[src/rtl/mc_boot_sequencer.sv]
// Supervisory loader/run controller for an MC14500B core: streams a program into instruction memory, then runs/steps/halts the core.
// Each accepted word is written exactly one cycle after its handshake; in_ready is high only while loading.
module mc_boot_sequencer #(
    parameter int ADDR    = 8,
    parameter int CODE    = 4,
    parameter int WORD    = ADDR + CODE,
    parameter int CNT_W   = 16,
    parameter int MAX_RUN = 0
) (
    input  logic             clk,
    input  logic             rst,
    input  logic             load_req,
    input  logic             in_valid,
    output logic             in_ready,
    input  logic [WORD-1:0]  in_data,
    input  logic             in_last,
    input  logic             start,
    input  logic             step,
    input  logic             halt,
    output logic             program_write,
    output logic [WORD-1:0]  program_cmd,
    output logic [ADDR-1:0]  prog_addr,
    output logic             core_rst,
    output logic             core_en,
    output logic [2:0]       state,
    output logic [ADDR:0]    load_count,
    output logic [CNT_W-1:0] cycle_count,
    output logic             trunc_err,
    output logic             timeout
);

    localparam int               LC_W      = ADDR + 1;
    localparam logic [CNT_W-1:0] RUN_LIMIT = CNT_W'(MAX_RUN);
    localparam bit               LIMITED   = (MAX_RUN != 0);

    typedef enum logic [2:0] {
        S_IDLE  = 3'd0,
        S_LOAD  = 3'd1,
        S_ARMED = 3'd2,
        S_RUN   = 3'd3,
        S_STEP  = 3'd4,
        S_HALT  = 3'd5
    } state_t;

    state_t             state_q, state_d;
    logic               program_write_q, program_write_d;
    logic [WORD-1:0]    program_cmd_q, program_cmd_d;
    logic [ADDR-1:0]    prog_addr_q, prog_addr_d;
    logic [LC_W-1:0]    load_count_q, load_count_d;
    logic [CNT_W-1:0]   cycle_count_q, cycle_count_d;
    logic               trunc_err_q, trunc_err_d;
    logic               timeout_q, timeout_d;
    logic [CNT_W-1:0]   cnt_inc;
    logic               last_addr;

    always_ff @(posedge clk or posedge rst) begin
        if (rst) begin
            state_q         <= S_IDLE;
            program_write_q <= 1'b0;
            program_cmd_q   <= '0;
            prog_addr_q     <= '0;
            load_count_q    <= '0;
            cycle_count_q   <= '0;
            trunc_err_q     <= 1'b0;
            timeout_q       <= 1'b0;
        end else begin
            state_q         <= state_d;
            program_write_q <= program_write_d;
            program_cmd_q   <= program_cmd_d;
            prog_addr_q     <= prog_addr_d;
            load_count_q    <= load_count_d;
            cycle_count_q   <= cycle_count_d;
            trunc_err_q     <= trunc_err_d;
            timeout_q       <= timeout_d;
        end
    end

    // Saturating increment: the counter sticks at all-ones rather than wrapping.
    assign cnt_inc   = (cycle_count_q == '1) ? cycle_count_q : cycle_count_q + CNT_W'(1);
    assign last_addr = (load_count_q[ADDR-1:0] == '1);

    always_comb begin
        state_d         = state_q;
        program_write_d = 1'b0;
        program_cmd_d   = program_cmd_q;
        prog_addr_d     = prog_addr_q;
        load_count_d    = load_count_q;
        cycle_count_d   = cycle_count_q;
        trunc_err_d     = trunc_err_q;
        timeout_d       = timeout_q;

        if (load_req && (state_q != S_LOAD)) begin
            state_d      = S_LOAD;
            load_count_d = '0;
            trunc_err_d  = 1'b0;
            timeout_d    = 1'b0;
        end else begin
            case (state_q)
                S_LOAD: begin
                    if (in_valid) begin
                        program_write_d = 1'b1;
                        program_cmd_d   = in_data;
                        prog_addr_d     = load_count_q[ADDR-1:0];
                        load_count_d    = load_count_q + LC_W'(1);
                        if (in_last) begin
                            state_d = S_ARMED;
                        end else if (last_addr) begin
                            // Memory full without a terminator: stop rather than wrap.
                            state_d     = S_ARMED;
                            trunc_err_d = 1'b1;
                        end
                    end
                end
                S_ARMED: begin
                    if (step) begin
                        state_d       = S_STEP;
                        cycle_count_d = '0;
                    end else if (start) begin
                        state_d       = S_RUN;
                        cycle_count_d = '0;
                    end
                end
                S_RUN: begin
                    cycle_count_d = cnt_inc;
                    if (halt) begin
                        state_d = S_HALT;
                    end
                    if (LIMITED && (cnt_inc >= RUN_LIMIT)) begin
                        state_d   = S_HALT;
                        timeout_d = 1'b1;
                    end
                end
                S_STEP: begin
                    cycle_count_d = cnt_inc;
                    state_d       = S_HALT;
                end
                S_HALT: begin
                    if (step) begin
                        state_d = S_STEP;
                    end else if (start) begin
                        state_d = S_RUN;
                    end
                end
                S_IDLE: begin
                    state_d = S_IDLE;
                end
                default: begin
                    state_d = S_IDLE;
                end
            endcase
        end
    end

    assign in_ready      = (state_q == S_LOAD);
    // HALT keeps the core out of reset so its registers survive between runs.
    assign core_rst      = (state_q == S_IDLE) || (state_q == S_LOAD) || (state_q == S_ARMED);
    assign core_en       = (state_q == S_RUN) || (state_q == S_STEP);
    assign state         = state_q;
    assign program_write = program_write_q;
    assign program_cmd   = program_cmd_q;
    assign prog_addr     = prog_addr_q;
    assign load_count    = load_count_q;
    assign cycle_count   = cycle_count_q;
    assign trunc_err     = trunc_err_q;
    assign timeout       = timeout_q;

endmodule

[config.mk]
export PLATFORM = sky130hd
export DESIGN_NAME = mc_boot_sequencer
export DESIGN_NICKNAME = d
export VERILOG_FILES = /design/src/rtl/mc_boot_sequencer.sv
export SDC_FILE = /design/constraint.sdc
export NUM_CORES = 1
export LEC_CHECK = 0
export ABC_AREA = 1
export CAP_MARGIN = 25
export CORE_AREA = 2 2 94 96
export CTS_CLUSTER_DIAMETER = 100
export DETAILED_ROUTE_END_ITERATION = 7
export DIE_AREA = 0 0 96 98
export GPL_ROUTABILITY_DRIVEN = 0
export SLEW_MARGIN = 20
export SYNTH_ARGS = -nofsm -noshare
export SYNTH_HDL_FRONTEND = slang
export SYNTH_SLANG_ARGS = --single-unit
[constraint.sdc]
create_clock -name clk -period 3.22 [get_ports clk]
set_clock_uncertainty 0.15 [all_clocks]
set_input_delay 0.483 -clock clk [delete_from_list [all_inputs] [get_ports clk]]
set_output_delay 0.483 -clock clk [all_outputs]
set_load 0.05 [all_outputs]
Word level (Yosys, flattened, before mapping)
Cells that the tools add are included.
{"block": "totals", "mem_bits_rw": 0, "elab_cells": 64, "n_memories": 0, "romBits": 0, "register_bits": 50, "latch_bits": 0}
{"block": "classes", "div_mod_pow": 0, "n_eq_ne": 15, "order_cmp": 0, "muxes": 23, "n_reduce_logical": 16, "shifts": 0, "mul": 0, "bitwise": 1, "add_sub_neg": 2}
{"op": "16-bit two-way mux", "n": 3}
{"op": "16-bit one-hot mux with 2 select lines", "n": 1}
{"op": "9-bit two-way mux", "n": 3}
{"op": "3-bit two-way mux", "n": 7}
{"op": "16-bit by 1-bit adder with 16-bit output (second input constant)", "n": 1}
{"op": "16-bit equality test (second input constant)", "n": 1}
{"op": "3-bit one-hot mux with 4 select lines", "n": 1}
{"op": "4-bit AND reduction", "n": 3}
{"op": "9-bit by 1-bit adder with 9-bit output (second input constant)", "n": 1}
{"op": "8-bit equality test (second input constant)", "n": 1}
{"op": "1-bit two-way mux", "n": 8}
{"op": "4-bit by 1-bit != test with 1-bit output (second input constant)", "n": 2}
{"op": "2-bit nonzero test", "n": 4}
{"op": "3-bit by 2-bit equality test with 1-bit output (second input constant)", "n": 2}
{"op": "3-bit equality test (second input constant)", "n": 2}
{"op": "3-bit != test (second input constant)", "n": 2}
{"op": "2-bit OR reduction", "n": 2}
{"op": "3-bit by 1-bit equality test with 1-bit output (second input constant)", "n": 1}
{"op": "3-bit zero test", "n": 1}
{"op": "1-bit logical OR", "n": 3}
{"op": "3-bit by 1-bit != test with 1-bit output (second input constant)", "n": 1}
{"op": "3-bit by 2-bit != test with 1-bit output (second input constant)", "n": 1}
{"op": "3-bit AND reduction", "n": 1}
{"op": "2-bit by 1-bit != test with 1-bit output (second input constant)", "n": 1}
{"op": "4 further kinds", "n": 4}

Longest topological paths before layout
{"block": "logic_depth", "word_depth": 6, "depth_mapped": 10, "mapped_depth_nobuf": 9}

Least setup slack after synthesis
Ideal clock, no wire load.
{"block": "synth_path", "path_kind": "register to register", "start": "register state_q[0] (netlist: state[0])", "end": "register load_count_q[4] (netlist: load_count[4])", "setup_ns": 0.077, "synth_period_minus_slack_ns": 2.204, "path_stages_with_launch": 8, "t_arrival_ns": 1.977, "slack_ns": 1.016, "required_ns": 2.993, "n_path_buf": 1, "path_cell_list": "dfrtp_1 -> nand2_1 -> nor2_2 -> nand2_2 -> inv_2 -> buf_6 -> nand3_1 -> a21oi_1"}
{"block": "synth_via", "word_cells_on_any_way": 7, "classes_between": "eq/ne (2); mux (1); reduce/logical (4)"}
{"element": "from (decl)", "line": "45", "text": "state_t state_q, state_d;"}
{"element": "from (signal assigned)", "line": "67", "text": "state_q <= state_d;"}
{"element": "3-bit by 1-bit equality test with 1-bit output"}
{"element": "via in_ready", "line": "14", "text": "output logic in_ready,"}
{"element": "2-bit nonzero test (no source line)"}
{"element": "2-bit AND reduction (no source line)"}
{"element": "to (signal assigned)", "line": "71", "text": "load_count_q <= load_count_d;"}
{"element": "to (decl)", "line": "49", "text": "logic [LC_W-1:0] load_count_q, load_count_d;"}
The timed path passes the listed nets, and every way through them passes these cells.
A chain may end at the register's enable or synchronous reset.

Worst setup path after layout
{"block": "layout_path", "start": "register state_q[0] (netlist: state[0])", "end": "output port core_en"}
{"block": "layout_via", "elab_chain_cells": 2, "word_cells_on_any_way": 3, "classes_between": "eq/ne (2); reduce/logical (1)"}
{"element": "3-bit by 2-bit equality test with 1-bit output or 3-bit equality test (tied branches)", "line": "157", "text": "assign core_en = (state_q == S_RUN) || (state_q == S_STEP);"}
{"element": "1-bit logical OR *", "line": "157"}
{"element": "to (decl)", "line": "24", "text": "output logic core_en,"}
Every way passes the cells marked *; elsewhere a longest branch is shown, timed or not.

==> impl_results.md <==
* Design area at 3600 µm²
* Max cap viols at 0
* Die Span Y at 98 µm
* Layout cell share with drive strength beyond 1 at 10.95%
* Filler Cell Count at 860
* CTS tree: yes
* Die ar. at 9408 µm²
* Final Hold Vio Count at 0
* Detailed placer's ending HPWL at 4739 µm
* Routed len/inst at 12.43 µm
* Syn nets at 369
* CTS Buf Count at 5
* CP Capture Type: output pin
* Comb power frac at 51.5%
* Cts repair resizes at 0
* Die width at 96 µm
* Via/cell ratio at 4.672
* Drc violations at 0
* Vias in the first global route at 2,439
* Power share of the clock group at 17.0%
* Hold Crit Class: register to register
* Netlist Area Pre-Place at 2681 µm²
* WL final at 6564 µm
* CP Data Required Time at 2.59 ns
* Status: finished, final reports clean
* Via Count at 2,467
* Crit path time final at 2.657 ns
* FP Rows at 34
* Sequential element share of the synthesized area at 46.66%
* Synth Area in XOR/XNOR at 0.6533%
* CTS Hold Bufs at 0
* Synth Instances at 347
* H-tree Lvls at 2
* Synth Area in Simple Gates at 34.53%
* Port Buf Inserts at 72
* Measured slew at the worst slew-check pin at 0.6054 ns
* Tcrit/Tclk final at 82.52%
* Routed Antenna Nets at 0
* Post-synthesis adder-cell area fraction at 0.9333%
* Io pins at 74
* CP arrival at 2.02 ns
* Initial Utilization at 31.67%
* Largest family of logic cells by synthesized area: simple AND/OR/NAND/NOR gates
* Seq pwr share at 31.5%
* Post-synthesis mux area share at 0%
* Crit path max fanout at 8
* Setup violators final at 0
* Synthesis-to-layout area growth at 34.25%
* FMAX at 376.3 MHz
* Post-CTS setup buffers at 0
* Pwr Density at 748.7 nW/µm²
* Largest net degree at the start of global routing at 35
* Final Max Slew Viols at 0
* Setup TNS Final at 0 ns
* Net Sw Frac at 48.68%
* Initial antenna violation count at 0
* Pint at 1.383 mW
* RSZ-0062 raised after global routing: false
* Peak supply drop at 0.4110 mV
* 1st-iter DRT viols at 114
* First-pass GRT wire length at 11,420 µm
* Clock Pin Slew Worst Setup and Hold Paths at 0.10 ns
* Clk buf depth at 2
* Total track usage at 14.99%
* Distinct cell type count of the synthesized netlist at 32
* Switching pwr at 1.312 mW
* Min-Delay Startpoint: prog_addr[0]
* Syn Area/Cell at 7.727 µm²
* Root Driver: clkbuf_8
* Antenna Cells at 0
* Commonest cells after routing, fill and taps aside: nand2_1 (128), clkdlybuf4s50_1 (72), dfrtp_1 (50)
* CTS sink cnt at 50
* Yosys reg bits at 50
* Clk Latency, worst-skew pair at 0.31 ns
* Ys Warns at 0
* Core Area at 8466 µm²
* Critical Path Source Type: register
* Final net count at 441
* Commonest non-fill, non-tap cell in the layout: nand2_1
* Leak pwr at 1.597 nW
* Global route total overflow at 0
* Final Util at 42.52%
* Slew HR at 59.58%
* Critical path class: register to output pin
* Compound-Gate Fraction of Synth Area at 10.17%
* Crit path from: state[0]
* DRT Pass-1 Iters at 4
* Worst flop-to-flop path startpoint: cycle_count[0]
* Post-Place Cell Area at 3487 µm²
==> final cells by class <==
cell class	count	area, µm²	share of cell area, %
Clock inverter	3	43.79	1.217
Multi-Input combinational cell	258	1245	34.58
Sequential cell	50	1251	34.76
Tap cell	108	135.1	3.754
Clock buffer	5	68.82	1.912
Inverter	28	105.1	2.920
Timing Repair Buffer	76	750.7	20.86
==> power groups by stage <==
stage / Sequential (mW) / Clock [mW] / Combinational [mW]
floorplan: 1.25 / 0 / 0.631
global placement: 0.855 / 0 / 1.40
detailed placement: 0.860 / 0 / 1.40
CTS: 0.849 / 0.475 / 1.41
global route: 0.868 / 0.496 / 1.51
finish: 0.848 / 0.460 / 1.39
==> state kept, by name, summed over array words and instances, names as in the netlist <==
name,cells
cycle_count,16
program_cmd,12
load_count,9
prog_addr,8
state,3
program_write,1
trunc_err,1
==> per-stage QoR <==
| step | total power, mW | worst slack, ns | hold slack [ns] | std cells |
|---|---|---|---|---|
| floorplan | 1.877 | 1.016 | 0.4426 | 347 |
| global placement | 2.256 | 0.9298 | 0.3148 | 520 |
| detailed placement | 2.264 | 0.8914 | 0.3142 | 520 |
| CTS | 2.733 | 0.5489 | 0.3411 | 528 |
| global route | 2.871 | 0.4568 | 0.3646 | 528 |
| finish | 2.695 | 0.5628 | 0.3408 | 528 |
==> critical path, cell delays in order (launching register included) <==
cell	delay, ns
dfrtp_1	0.48
o21ai_1	0.21
nand2_2	0.12
clkinv_1	0.11
clkdlybuf4s50_1	0.80
==> final timing paths <==
kind,end,slack [ns],depth (start not counted)
setup / recovery,core_en,0.56,4
hold / removal,prog_addr[0],0.34,2
setup reg to reg,cycle_count[14],1.16,8
hold reg to reg,prog_addr[0],0.34,2
max in group asynchronous,program_cmd[10],1.87,3
min in group asynchronous,cycle_count[3],0.41,2
==> cells in the mapped netlist (all sizes together) <==
cell	count	area [µm²]
nor2	28	117.6
o211ai	1	7.510
clkbuf	2	7.510
dfrtp	50	1251
inv	27	101.4
nand3b	2	15.01
nor3	5	25.02
clkinv	1	3.750
a21oi	5	25.02
o21a	1	7.510
ha	2	25.02
o31ai	1	7.510
o21ai	30	202.7
xnor2	2	17.52
nand4	7	43.79
o21bai	3	22.52
conb	1	3.750
nand3	28	145.1
nor3b	1	7.510
or2	6	37.54
nand2	135	534.3
buf	9	72.57
==> layer usage <==
layer  GRT usage, %  wire, µm  vias up
li1               -         -     1246
met1          19.75      3045     1145
met3          4.012       391        6
met2          24.20      3062       70
met5              0         0        -
met4          3.956        64        0
==> cells by family (layout without fill, tap and decap cells) <==
| logic type | Yosys count | in the layout |
|---|---|---|
| compound gates | 41 | 41 |
| xor+xnor | 2 | 2 |
| simple gates | 212 | 212 |
| flops | 50 | 50 |
| other cells | 1 | 1 |
| buf+inv | 39 | 112 |
| fa+ha+maj | 2 | 2 |
(Power assumes the default switching activity.)
